--- src/rtl/attn_row_sequencer.sv ---
// attn_row_sequencer
//   Single-FSM controller for the attention score datapath (MAC, e^x unit,
//   row-sum accumulator, normalize stage). It stages Q/K operand pairs from
//   a valid/ready byte stream and sequences the per-score MAC and e^x
//   capture. It then runs one row-sum sweep and issues normalized results
//   downstream under credit-based flow control.
//
//   Parameters: FEATURES (operand pairs per score), ROWLEN (scores per row),
//               CREDITS (downstream credit pool size).
//   Ports:
//     clk, rst_n          clock, asynchronous active-low reset
//     s_data/s_vld/s_rdy  operand byte stream (signed Q0.7)
//     mac_a, mac_b        registered operand pair
//     mac_en, mac_clr     MAC accumulate / clear strokes
//     ex_cap, ex_idx      capture e^x of accumulator into slot ex_idx
//     sum_en, sum_clr     row-sum accumulate / clear
//     idx                 slot index during SUM and NORM
//     m_vld               normalized result for slot idx issued
//     crd_ret             downstream credit return
//     row_done            pulse on the final NORM issue of a row
//     crd_err             sticky credit-overflow flag
//     stall_cnt           NORM stall cycles with no credit
//   Build option: define ATTN_SEQ_STALL_CNT_EN to implement stall_cnt.
//   Without it, stall_cnt reads as zero.
module attn_row_sequencer #(
  parameter int unsigned FEATURES = 4,
  parameter int unsigned ROWLEN   = 4,
  parameter int unsigned CREDITS  = 4
) (
  input  logic                      clk,
  input  logic                      rst_n,
  input  logic [7:0]                s_data,
  input  logic                      s_vld,
  output logic                      s_rdy,
  output logic [7:0]                mac_a,
  output logic [7:0]                mac_b,
  output logic                      mac_en,
  output logic                      mac_clr,
  output logic                      ex_cap,
  output logic [$clog2(ROWLEN)-1:0] ex_idx,
  output logic                      sum_en,
  output logic                      sum_clr,
  output logic [$clog2(ROWLEN)-1:0] idx,
  output logic                      m_vld,
  input  logic                      crd_ret,
  output logic                      row_done,
  output logic                      crd_err,
  output logic [15:0]               stall_cnt
);

  localparam int unsigned IDX_W  = $clog2(ROWLEN);
  localparam int unsigned FEAT_W = $clog2(FEATURES);
  localparam int unsigned CRD_W  = $clog2(CREDITS + 1);

  localparam logic [FEAT_W-1:0] FEAT_LAST = FEAT_W'(FEATURES - 1);
  localparam logic [IDX_W-1:0]  IDX_LAST  = IDX_W'(ROWLEN - 1);
  localparam logic [CRD_W-1:0]  CRD_FULL  = CRD_W'(CREDITS);

  typedef enum logic [2:0] {
    LOAD_A = 3'd0,
    LOAD_B = 3'd1,
    MAC    = 3'd2,
    EXP    = 3'd3,
    SUM    = 3'd4,
    NORM   = 3'd5
  } state_e;

  state_e              state_q, state_d;
  logic [FEAT_W-1:0]   feat_q, feat_d;
  logic [IDX_W-1:0]    score_q, score_d;
  logic [IDX_W-1:0]    idx_q, idx_d;
  logic [CRD_W-1:0]    credit_q;
  logic                issue;

  // A result goes out in any NORM cycle that has at least one credit.
  assign issue = (state_q == NORM) && (credit_q != '0);

  assign ex_idx = score_q;
  assign idx    = idx_q;

  // State and sequencing counters
  always_ff @(posedge clk or negedge rst_n) begin
    if (!rst_n) begin
      state_q <= LOAD_A;
      feat_q  <= '0;
      score_q <= '0;
      idx_q   <= '0;
    end else begin
      state_q <= state_d;
      feat_q  <= feat_d;
      score_q <= score_d;
      idx_q   <= idx_d;
    end
  end

  // Next-state and counter update
  always_comb begin
    state_d = state_q;
    feat_d  = feat_q;
    score_d = score_q;
    idx_d   = idx_q;
    case (state_q)
      LOAD_A: begin
        if (s_vld) state_d = LOAD_B;
      end
      LOAD_B: begin
        if (s_vld) state_d = MAC;
      end
      MAC: begin
        if (feat_q == FEAT_LAST) begin
          feat_d  = '0;
          state_d = EXP;
        end else begin
          feat_d  = feat_q + FEAT_W'(1);
          state_d = LOAD_A;
        end
      end
      EXP: begin
        if (score_q == IDX_LAST) begin
          score_d = '0;
          state_d = SUM;
        end else begin
          score_d = score_q + IDX_W'(1);
          state_d = LOAD_A;
        end
      end
      SUM: begin
        if (idx_q == IDX_LAST) begin
          idx_d   = '0;
          state_d = NORM;
        end else begin
          idx_d = idx_q + IDX_W'(1);
        end
      end
      NORM: begin
        // Without credit the FSM simply holds on the current slot.
        if (issue) begin
          if (idx_q == IDX_LAST) begin
            idx_d   = '0;
            state_d = LOAD_A;
          end else begin
            idx_d = idx_q + IDX_W'(1);
          end
        end
      end
      default: begin
        state_d = LOAD_A;
      end
    endcase
  end

  // Moore control decode
  always_comb begin
    s_rdy    = 1'b0;
    mac_en   = 1'b0;
    mac_clr  = 1'b0;
    ex_cap   = 1'b0;
    sum_en   = 1'b0;
    sum_clr  = 1'b0;
    m_vld    = 1'b0;
    row_done = 1'b0;
    case (state_q)
      LOAD_A, LOAD_B: s_rdy = 1'b1;
      MAC:            mac_en = 1'b1;
      EXP: begin
        ex_cap  = 1'b1;
        mac_clr = 1'b1;
      end
      SUM:            sum_en = 1'b1;
      NORM: begin
        m_vld = issue;
        if (issue && (idx_q == IDX_LAST)) begin
          row_done = 1'b1;
          sum_clr  = 1'b1;
        end
      end
      default: begin
        s_rdy = 1'b0;
      end
    endcase
  end

  // Operand staging. Each byte holds until its next capture.
  always_ff @(posedge clk or negedge rst_n) begin
    if (!rst_n) begin
      mac_a <= '0;
      mac_b <= '0;
    end else begin
      if ((state_q == LOAD_A) && s_vld) mac_a <= s_data;
      if ((state_q == LOAD_B) && s_vld) mac_b <= s_data;
    end
  end

  // Credit pool. A return that would exceed the pool is dropped and flagged.
  always_ff @(posedge clk or negedge rst_n) begin
    if (!rst_n) begin
      credit_q <= CRD_FULL;
      crd_err  <= 1'b0;
    end else begin
      if (issue && !crd_ret) begin
        credit_q <= credit_q - CRD_W'(1);
      end else if (!issue && crd_ret) begin
        if (credit_q == CRD_FULL) begin
          crd_err <= 1'b1;
        end else begin
          credit_q <= credit_q + CRD_W'(1);
        end
      end
    end
  end

`ifdef ATTN_SEQ_STALL_CNT_EN
  logic [15:0] stall_q;

  // Saturating count of NORM cycles blocked on credit
  always_ff @(posedge clk or negedge rst_n) begin
    if (!rst_n) begin
      stall_q <= '0;
    end else if ((state_q == NORM) && (credit_q == '0) && (stall_q != 16'hFFFF)) begin
      stall_q <= stall_q + 16'd1;
    end
  end

  assign stall_cnt = stall_q;
`else
  assign stall_cnt = 16'h0000;
`endif

endmodule

--- config.mk ---
export PLATFORM = sky130hd
export DESIGN_NAME = attn_row_sequencer
export DESIGN_NICKNAME = d
export VERILOG_FILES = /design/src/rtl/attn_row_sequencer.sv
export SDC_FILE = /design/constraint.sdc
export NUM_CORES = 1
export LEC_CHECK = 0
export ABC_AREA = 1
export CAP_MARGIN = 20
export CORE_ASPECT_RATIO = 1.4
export CORE_MARGIN = 5
export CORE_UTILIZATION = 44
export CTS_CLUSTER_SIZE = 16
export DETAILED_ROUTE_END_ITERATION = 6
export HOLD_SLACK_MARGIN = 0.05
export PLACE_DENSITY_LB_ADDON = 0.15
export SLEW_MARGIN = 20
export SYNTH_ARGS = -nofsm -noshare
export SYNTH_HDL_FRONTEND = slang
export SYNTH_SLANG_ARGS = --single-unit
--- constraint.sdc ---
create_clock -name clk -period 2.3 [get_ports clk]
set_clock_uncertainty 0.15 [all_clocks]
set_input_delay 0.46 -clock clk [delete_from_list [all_inputs] [get_ports clk]]
set_output_delay 0.46 -clock clk [all_outputs]
set_load 0.03 [all_outputs]
* Word level (Yosys, flattened, before mapping)
Cells that the tools add are included.
Word-level totals: bits in registers 29, input bits 12, logic and storage cells 69
Cells by class: add/sub/neg operators 5, eq/ne operators 15, muxes and demuxes 23, bitwise operators 1, reductions and logical operators 17
Operators with widths (count):
- 3-bit 2-to-1 mux | 9
- 3-bit case mux with 6 select lines | 1
- 2-bit 2-to-1 mux | 5
- 2-bit != test, second input constant | 5
- 3-bit equality test, second input constant | 3
- 1-bit 2-to-1 mux | 7
- 2-bit by 1-bit adder with 2-bit output, second input constant | 3
- 2-bit equality test, second input constant | 3
- 3-bit by 2-bit equality test with 1-bit output, second input constant | 2
- 1-bit logical AND | 6
- 5-bit AND reduction | 1
- 2-bit case mux with 2 select lines | 1
- 2-bit AND reduction | 2
- 2-bit nonzero test | 2
- 3-bit by 1-bit adder with 3-bit output, second input constant | 1
- 3-bit by 1-bit equality test with 1-bit output, second input constant | 1
- 3-bit logical NOT | 1
- 3-bit AND reduction | 1
- 3-bit nonzero test | 1
- 3-bit by 1-bit subtractor with 3-bit output, second input constant | 1
- 1-bit logical NOT | 2
- 2-bit by 1-bit != test with 1-bit output, second input constant | 1
- 2-bit OR reduction | 1
- 1-bit inverter | 1

* Logic depth before layout (Yosys ltp)
Gate-level depths: netlist (run 1).
depth in word-level cells 6, mapped depth 11

* Least setup slack after synthesis (run 1)
Ideal clock, no wire load.
path type register -> output, start point register credit_q[2], end point output port sum_clr, arrival 1553 ps, required time 1690 ps, setup slack 137 ps, cell stages (with the launch flop) 6, cells stage by stage dfstp_2 -> inv_1 -> nand2_1 -> nand3_1 -> nor2_1 -> buf_4
On the way: cells in the longest elaborated chain, start to end 5
RTL lines:
- start: declaration | RTL line 72 | logic [CRD_W-1:0] credit_q;
- start signal: assignment | RTL line 201 | credit_q <= credit_q - CRD_W'(1);
- start signal: assignment | RTL line 206 | credit_q <= credit_q + CRD_W'(1);
- 3-bit nonzero test | RTL line 76 | assign issue = (state_q == NORM) && (credit_q != '0);
- 1-bit logical AND | RTL line 76
- 1-bit logical AND | RTL line 172 | if (issue && (idx_q == IDX_LAST)) begin
- 1-bit 2-to-1 mux (2 in a row)
- end: declaration | RTL line 42 | output logic sum_clr,
No other way between the ends.

* Final worst setup path (run 1)
start point register credit_q[2], end point output port sum_clr
On the way: cells in the longest elaborated chain, start to end 5
RTL lines:
- 3-bit nonzero test | RTL line 76
- 1-bit logical AND | RTL line 76
- 1-bit logical AND | RTL line 172
- 1-bit 2-to-1 mux | RTL line 172
- 1-bit 2-to-1 mux | RTL line 162 | case (state_q)
No other way between the ends.

==> results by group, run 1 <==
Cells and area
  – Antenna diode count: 0
  – Fin cells: 260
  – Commonest non-fill, non-tap cells in the layout: 40 x nand2_1, 32 x clkdlybuf4s50_1, 28 x dfrtp_1
  – Area occupied by registers: 726.9 um2
  – Final net count: 237
  – P&R area growth vs syn: 30.26%
  – Area occupied by multi-input gates: 613.1 um2
  – Fill count: 324
  – Layout cells sized above 1: 0.1409
  – Commonest non-fill, non-tap cell in the layout: nand2_1

Setup path
  – R2r startpoint: credit_q[2]
  – Startpoint types: flop
  – Flop2flop setup slack: 0.16 ns
  – Worst Path Class, Setup: flop to output port
  – R2r endpoint: credit_q[2]
  – WP data required: roughly 1.7 ns
  – R2R cell count: 11
  – Worst setup EP type: output port
  – Critical path origin: credit_q[2]
  – Critical path peak fanout: 4
  – WP data arrival: 1.57 ns

Flow run
  – Max-Cap Viols: 0

Detailed routing
  – Initial DRT Pass Iterations: 4
  – Routed vias/inst: 4.573
  – Initial DRC count: 15
  – Average wire per standard cell: roughly 12 um
  – Antenna Nets Post-Route: 0
  – DRC: 0
  – Final wirelength: 3205 um
  – Vias post-DR: 1189

Global routing
  – Initial antenna violation count: 0
  – Number of global-route vias before repair: between 1000 and 1500
  – GRT Util Overall: 0.1503
  – GR Overflow Total: 0
  – Largest net degree at the start of global routing: 20
  – First-pass GRT wire length: around 5400 um

Floorplanning
  – Die height: 79.87 um
  – Num ports: 57
  – Die ar.: 0.004784 mm2
  – Die Span X: roughly 60 um
  – Core Region: 0.003378 mm2
  – Row cnt: 25
  – Initial Util: 0.4541

Clock tree
  – Number of setup buffers added after CTS: 0
  – Root buffer cell: clkbuf_8
  – CTS H-tree depth: 2
  – Clock transition at path regs: 0.06 ns
  – CTS tree: yes
  – Total CTS buffers: 5
  – Clock buffer depth: 2
  – Clk sink count: 29
  – Cts hold-fix bufs: 0
  – Clk_lat worst skew: 0.28 ns

Placed design
  – GPL Wtd Cong: 0.8016
  – Post-placement cell count: between 200 and 300
  – Port bufs: 40
  – Post-detail-place hpwl: 2589 um

Timing
  – Fmax: 458.5 MHz
  – Final min period: 2.181 ns
  – Final setup fails: 0
  – Final cycle utilization of the critical path: 0.9483
  – RSZ-0062 raised after global routing: false
  – Final Max Tran Viols: 0
  – Fin. Hold Viols: 0
  – Rel. slew slack: 0.6232
  – Fin Setup TNS: 0 ns
  – Worst slew pin tran: 0.5635 ns

Synthesis
  – Synth async-reset ratio: 1.000
  – Main synth FF type: dfrtp_1
  – Post-synth EDFFs: 0
  – Avg Inst Size Synth: about 8.9 um2
  – Seq cells post-synth: 29
  – Post-synthesis sequential area ratio: 0.4739
  – Post-Syn Area: ~0.0015 mm2
  – Yosys cell types: 26
  – Post-synthesis cell count: 173
  – Yosys warning count: 0

Pwr
  – Leakage power total: 1.051 nW
  – Maximum VDD drop: just under 800 uV
  – Overall Power: approximately 3.1 mW
  – Pwr Density: between 1500 and 2000 mW/mm2

Worst hold path
  – Hold Crit Start: mac_b[5]
  – Min-Delay Path Class: flop to flop
  – Hold Path Cell Cnt: 2
  – WHS Endpoint: mac_b[5]

Outcome
  – Outcome: finished, final reports clean
-- how the worst max path moves through the flow --
| stage | endpoint | slack [ns] | cells past startpoint |
|---|---|---|---|
| after CTS | sum_clr | 0.05 | 6 |
| after floorplan | sum_clr | 0.14 | 5 |
| after global routing | credit_q[2] | 0.02 | 11 |
| after detailed placement | credit_q[2] | 0.08 | 9 |
| final | sum_clr | 0.12 | 6 |
| after global placement | credit_q[2] | 0.15 | 9 |
-- synthesized netlist by cell type (2+ instances only) --
master	n	share of area
o21ai_2	8	0.046
ha_1	5	0.041
nand2_1	40	0.098
o21ai_0	11	0.036
nor2_2	2	0.0082
inv_1	24	0.059
nand3_1	10	0.033
dfrtp_1	28	0.46
inv_2	2	0.0049
nor2_1	6	0.015
nand2_2	3	0.012
o21a_1	2	0.0098
buf_4	18	0.088
buf_6	2	0.015
-- kinds of logic after synthesis --
group,count (synthesis),synth area share
compound gates,24,0.1052
xor+xnor,2,0.01142
fa+ha+maj,6,0.05383
buf+inv,46,0.1664
flops,29,0.4739
other cells,1,0.002445
simple gates,65,0.1868
-- metrics by stage --
| step | instance area, um2 | hold WS, ns | util | worst slack (ns) |
|---|---|---|---|---|
| after floorplan | 1590 | 0.01441 | - | 0.1371 |
| after global placement | 1921 | 0.3165 | 0.5685 | 0.1548 |
| after detailed placement | 1921 | 0.3230 | 0.5685 | 0.08015 |
| after CTS | 1993 | 0.3373 | 0.5900 | 0.04515 |
| after global routing | 1998 | 0.3495 | 0.5915 | 0.02381 |
| final | 1998 | 0.3305 | 0.5915 | 0.1190 |
-- final cells by class --
class                      count  share of cell area
clock buffer                   8             0.04008
inverter                      26             0.04884
timing repair buffer          44              0.2154
multi-input combinational    113              0.3068
tap                           40             0.02505
sequential                    29              0.3638
-- sequential cells by signal (all words and copies together) (netlist names) --
signal,flops
state_q,3
credit_q,3
ex_idx,2
idx,2
feat_q,2
crd_err,1
mac_a,8
mac_b,8
-- worst max-delay path: stages, from the launching register on --
cell and delay, ns:
dfstp_2 0.56, inv_1 0.06, nand2_1 0.09, nand3_2 0.11
buf_4 0.17, nor2_1 0.12, buf_4 0.18
-- report_power, final --
group / internal [mW] / switching, mW
Sequential: 0.767 / 0.183
Clock: 0.214 / 0.180
Combinational: 0.685 / 1.09
-- timing repair --
action | 4_1_cts | 5_1_grt
resized for setup | 6 | 1
pin swaps | 0 | 0
endpoints found under the setup margin | 6 | 4
-- per-layer routing --
layer  routed length, um  global-route usage
met2                1659              0.2684
met5                   0                   0
met1                1179              0.1504
met3                 304             0.05340
met4                  61             0.06652
(Power assumes the default switching activity.)
==> run 2: changes to the inputs <==
--- a/config.mk
+++ b/config.mk
@@ -13,7 +13,7 @@
 export CTS_CLUSTER_SIZE = 16
 export DETAILED_ROUTE_END_ITERATION = 6
 export HOLD_SLACK_MARGIN = 0.05
-export PLACE_DENSITY_LB_ADDON = 0.15
+export PLACE_DENSITY = 0.78
 export SLEW_MARGIN = 20
 export SYNTH_ARGS = -nofsm -noshare
 export SYNTH_HDL_FRONTEND = slang
==> results by group, run 2 (same netlist as run 1, synthesis figures left out) <==
Detailed routing
  – Average wire per standard cell: around 11 um
  – Final wirelength: approximately 3000 um
  – Initial DRT Pass Iterations: 4
  – Antenna Nets Post-Route: 0
  – DRC: 0
  – Routed vias/inst: 4.619
  – Initial DRC count: 37
  – Vias post-DR: 1201

Worst hold path
  – Min-Delay Path Class: flop to flop
  – Hold Crit Start: crd_err

Clock tree
  – CTS H-tree depth: 2
  – Total CTS buffers: 5
  – Number of setup buffers added after CTS: 0
  – Clk_lat worst skew: between 0.2 and 0.3 ns
  – Cts hold-fix bufs: 0
  – Clk sink count: 29
  – Root buffer cell: clkbuf_8
  – CTS tree: yes
  – Clock transition at path regs: about 0.05 ns
  – Clock buffer depth: 2

Cells and area
  – Final net count: 238
  – Fill count: 324
  – Antenna diode count: 0
  – Layout cells sized above 1: 0.1727
  – Fin cells: 260
  – Core Util, Final: 0.6000
  – Commonest non-fill, non-tap cells in the layout: 39 x nand2_1, 32 x clkdlybuf4s50_1, 28 x dfrtp_1
  – Commonest non-fill, non-tap cell in the layout: nand2_1
  – Largest registers: mac_a: 8 flops, mac_b: 8 flops
  – P&R area growth vs syn: 32.14%

Pwr
  – Clock share of power: 0.129
  – Pwr Density: 1563 mW/mm2
  – Seq pwr share: 0.298
  – Net Sw Power: 1.447 mW
  – Switching share of power: 0.4568
  – Maximum VDD drop: 721.2 uV
  – Leakage power total: 1.064 nW
  – Internal: approximately 1.7 mW
  – Combinational share of power: 0.573

Setup path
  – Flop2flop setup slack: about 0.085 ns
  – Slowest CP cell: dfstp_2
  – Critical path peak fanout: 4
  – R2R cell count: 12
  – Worst Path Class, Setup: flop to flop
  – R2r endpoint: credit_q[2]
  – Slowest stage delay, CP: between 0.5 and 0.6 ns
  – Worst setup endpoint: credit_q[2]
  – Cell chain of the critical path: inv_2 -> nand2_2 -> nand3_2 -> buf_4 -> inv_2 -> ha_4 -> inv_2 -> fa_2 -> xnor2_2 -> nand3_1 -> nand2_1 -> nand2_1
  – Startpoint types: flop
  – Worst setup EP type: flop
  – Most frequent CP cell: inv_2
  – Critical path origin: credit_q[2]
  – WP data arrival: 2.27 ns
  – WP data required: 2.35 ns
  – R2r startpoint: credit_q[2]

Timing
  – Final cycle utilization of the critical path: 0.9628
  – Final min period: 2.215 ns
  – Final setup fails: 0
  – Fin Setup TNS: 0 ns
  – Fin. Hold Viols: 0
  – Fin worst setup slack: 0.08550 ns
  – Final Max Tran Viols: 0
  – Fmax: 451.6 MHz

Placed design
  – Post-placement cell count: 253
  – GPL Wtd Cong: between 0.8 and 0.9
  – Worst slack, placed: 0.01208 ns
  – Port bufs: 40
  – Post-detail-place hpwl: 2264 um

Flow run
  – Max-Cap Viols: 0

Global routing
  – GR Overflow Total: 0
  – GRT Util Overall: 0.1336
  – Largest net degree at the start of global routing: 30
  – First-pass GRT wire length: between 4000 and 5000 um
  – Initial antenna violation count: 0
  – Number of global-route vias before repair: 1153

Floorplanning
  – Row cnt: 25
  – Die height: 79.87 um
  – Num ports: 57
  – Core Region: 0.003378 mm2
  – Die ar.: around 0.0048 mm2
  – Die Span X: 59.90 um
  – Initial Util: 0.4541

Outcome
  – Outcome: finished, final reports clean
[run 2: worst min path at each step]
stage,cells after the start,slack [ns],end
2_1_floorplan,0,0.01,crd_err
3_3_place_gp,1,0.31,crd_err
3_5_place_dp,1,0.31,crd_err
4_1_cts,1,0.33,crd_err
5_1_grt,1,0.34,crd_err
6_report,1,0.32,crd_err
[run 2: cell type report]
type	instances	area, um2	share of cell area
flip-flops and latches	29	726.9	0.3586
multi-input cells	113	638.1	0.3148
repair buffers	45	427.9	0.2111
inverters	26	97.59	0.04815
clock buffers	7	86.33	0.04259
well taps	40	50.05	0.02469
[run 2: worst max-delay path, delay by kind of cell, from the launching register on]
family | cells | cell delay [ns]
flip-flops | 1 | 0.56
AND/OR/NAND/NOR | 5 | 0.39
adder cells (fa/ha/maj) | 2 | 0.52
buffers and inverters | 4 | 0.32
XOR/XNOR | 1 | 0.21
[run 2: metal layers]
layer	vias up	track usage	wire length [um]
met2	40	0.2284	1506
met1	556	0.1515	1166
met5	-	0	0
li1	598	-	-
met4	0	0.04656	40
met3	7	0.04369	243
[run 2: per-stage QoR]
| stage | power, mW | area [um2] | hold slack (ns) |
|---|---|---|---|
| final | 3.167 | 2027 | 0.3207 |
| after global routing | 3.416 | 2027 | 0.3354 |
| after CTS | 3.173 | 2007 | 0.3261 |
| after detailed placement | 2.769 | 1921 | 0.3131 |
| after global placement | 2.720 | 1921 | 0.3128 |
| after floorplan | 2.127 | 1590 | 0.01441 |
[run 2: what timing repair did]
action / in CTS / in global routing
endpoints found under the setup margin: 9 / 3
gates resized for setup: 10 / 7
pin swaps: 0 / 4
[run 2: power groups by stage]
| stage | combinational [mW] | clock [mW] | sequential [mW] |
|---|---|---|---|
| 6_report | 1.81 | 0.408 | 0.945 |
| 5_1_grt | 1.99 | 0.443 | 0.987 |
| 4_1_cts | 1.81 | 0.421 | 0.946 |
| 3_5_place_dp | 1.82 | 0 | 0.950 |
| 3_3_place_gp | 1.77 | 0 | 0.946 |
| 2_1_floorplan | 0.862 | 0 | 1.27 |
==> run 3: changes to the inputs <==
--- a/config.mk
+++ b/config.mk
@@ -14,7 +14,7 @@
 export DETAILED_ROUTE_END_ITERATION = 6
 export HOLD_SLACK_MARGIN = 0.05
 export PLACE_DENSITY = 0.78
-export SLEW_MARGIN = 20
+export SLEW_MARGIN = 40
 export SYNTH_ARGS = -nofsm -noshare
 export SYNTH_HDL_FRONTEND = slang
 export SYNTH_SLANG_ARGS = --single-unit
==> results of run 3 <==
No change in the layout: final DEF, timing and power equal those of run 2.
==> RTL change, RTL diff (flow settings as in run 2) <==
The parameter `CREDITS` goes from 4 to 8.
--- a/src/rtl/attn_row_sequencer.sv
+++ b/src/rtl/attn_row_sequencer.sv
@@ -26,5 +26,5 @@
   parameter int unsigned FEATURES = 4,
   parameter int unsigned ROWLEN   = 4,
-  parameter int unsigned CREDITS  = 4
+  parameter int unsigned CREDITS  = 8
 ) (
   input  logic                      clk,
Function: same outputs for any inputs over 10 cycles, from zero or initial values and one cycle with rst_n low; that may be too few to reach the edited logic, so the function may still have changed.
==> RTL change against run 2 <==
Total power grew 0.94%; count of clock-buffer cells in the layout increased by 1; first-iteration DRC count down 22%; worst setup slack improved by 0.065 ns; design area increased by 5.1%; routed wire length grew 2.8%; synthesized area increased by 6.6%; fmax up 3.0%; sequential cell count grew 1; via count grew 1.2%; largest power group unchanged.
==> RTL change: results (changes against run 2) <==
Floorplanning
  • Die footprint: 0.00505 mm² (+5.6%)

Finish
  • Buffering overhead: 19.6% (-1.5 points)
  • Regs by FF count: mac_a: 8 flops, mac_b: 8 flops, credit_q: 4 flops
  • Nonclk buf count: 44 (-2.2%)
  • Seq area share: 35.4% (-0.44 points)
  • Nets: 248 (+4.2%)
  • Post-route cell area: 0.00213 mm² (+5.1%)
  • Count of multi-input gates: 123 (+8.8%)
  • Area of the multi-input gates: 701 µm² (+9.8%)
  • Fraction of final layout cells with drive strength greater than 1: 14.8% (-2.5 points)
  • Non-clock inverter count: 25 (-3.8%)
  • FILL cells: 324 (unchanged)
  • CLK BUF: 8 (+1)
  • Clk tree area frac: 5.17% (+0.91 points)

Global routing
  • Largest net degree at the start of global routing: 31 (+3.3%)
  • First-pass GRT wire length: 4.97 mm (+1.7%)
  • Initial antenna violation count: 0 (unchanged)
  • Vias in the first global route: 1132 (-1.8%)
  • Total GRT Usage: 13.7% (+0.31 points)

Critical path
  • Crit path max fanout: 5 (+1)
  • Arr. time, crit path: 1.54 ns (-0.73 ns)
  • Crit path largest cell delay: 0.57 ns

Logic synthesis
  • Async set-or-reset flop fraction in the synthesized netlist: 100% (unchanged)
  • Sequential area share after synthesis: 46.0% (-1.4 points)
  • Synth cell count leaders: 46 x nand2_1, 29 x dfrtp_1, 24 x inv_1
  • Synth top area cells: dfrtp_1 44%, nand2_1 11%, buf_4 8.3%, inv_1 5.5%, ha_1 5.4%
  • Yosys Warn Count: 0 (unchanged)

Route
  • Drt total wl: 3.04 mm (+2.8%)
  • Initial drt markers: 29 (-22%)
  • Via density: 4.47 (-3.3%)

Pwr
  • Int Pwr: 1.79 mW (+4.1%)
  • Leakage: 1.09 nW (+2.2%)
  • Worst vdd ir: 883 µV (+22%)

Clock tree
  • Cts bufs inserted: 5 (unchanged)
  • Worst skew pair latency: 0.28 ns
  • Clk root buf: clkbuf_8
  • Clock slew at reported path FFs: 0.07 ns (+0.02 ns)
  • Sink Count: 30 (+3.4%)

Place
  • Hpwl dp: 2.23 mm (-1.4%)
  • Routability congestion estimate: 0.837 (+1.9%)
  • Placed Area: 0.00201 mm² (+4.8%)

Status
  • Status: complete, no violations
## RTL change: what timing repair did
action                                  in CTS  in global routing
gates resized for setup                      6                  4
endpoints found under the setup margin       6                  1
hold buffers                                 0                  0
pin swaps                                    0                  1
## RTL change: final timing paths
kind	startpoint	endpoint	slack, ns	depth (start not counted)
min reg2reg	crd_err	crd_err	0.32	1
max	credit_q[3]	m_vld	0.15	5
min	crd_err	crd_err	0.32	1
max reg2reg	credit_q[3]	credit_q[2]	0.20	12
min in group asynchronous	rst_n	feat_q[0]	0.41	2
max in group asynchronous	rst_n	credit_q[3]	1.26	2
## RTL change: metrics by stage
step / instances / setup WS (ns)
after CTS: 272 / 0.103
after floorplan: 198 / 0.155
final: 272 / 0.150
after global placement: 264 / 0.125
after detailed placement: 264 / 0.0736
after global routing: 272 / 0.0279
## RTL change: power groups by stage
stage / Combinational [mW] / Sequential [mW] / Clock (mW)
after detailed placement: 1.75 / 0.973 / 0
after global placement: 1.72 / 0.973 / 0
after global routing: 1.90 / 1.02 / 0.533
final: 1.73 / 0.973 / 0.495
after floorplan: 0.806 / 1.31 / 0
after CTS: 1.74 / 0.974 / 0.514
## RTL change: cell families (layout without fill, tap and decap cells)
family	count (synthesis)	in the layout	synth area share [%]
buffers and inverters	45	77	15.4
adders and majority gates	7	7	5.36
muxes	1	1	0.918
AOI/OAI and AO/OA	28	28	11.0
xor gates and xnor gates	3	3	1.61
other	1	16	0.229
DFF	30	30	46.0
and+or+nand+nor	68	68	19.5
## RTL change: metal layers
| layer | track usage (%) | wire length (µm) | vias up |
|---|---|---|---|
| met1 | 16.4 | 1260 | 530 |
| met4 | 7.01 | 69 | 0 |
| met5 | 0 | 0 | - |
| met3 | 6.07 | 297 | 6 |
| met2 | 20.4 | 1420 | 46 |
| li1 | - | - | 633 |
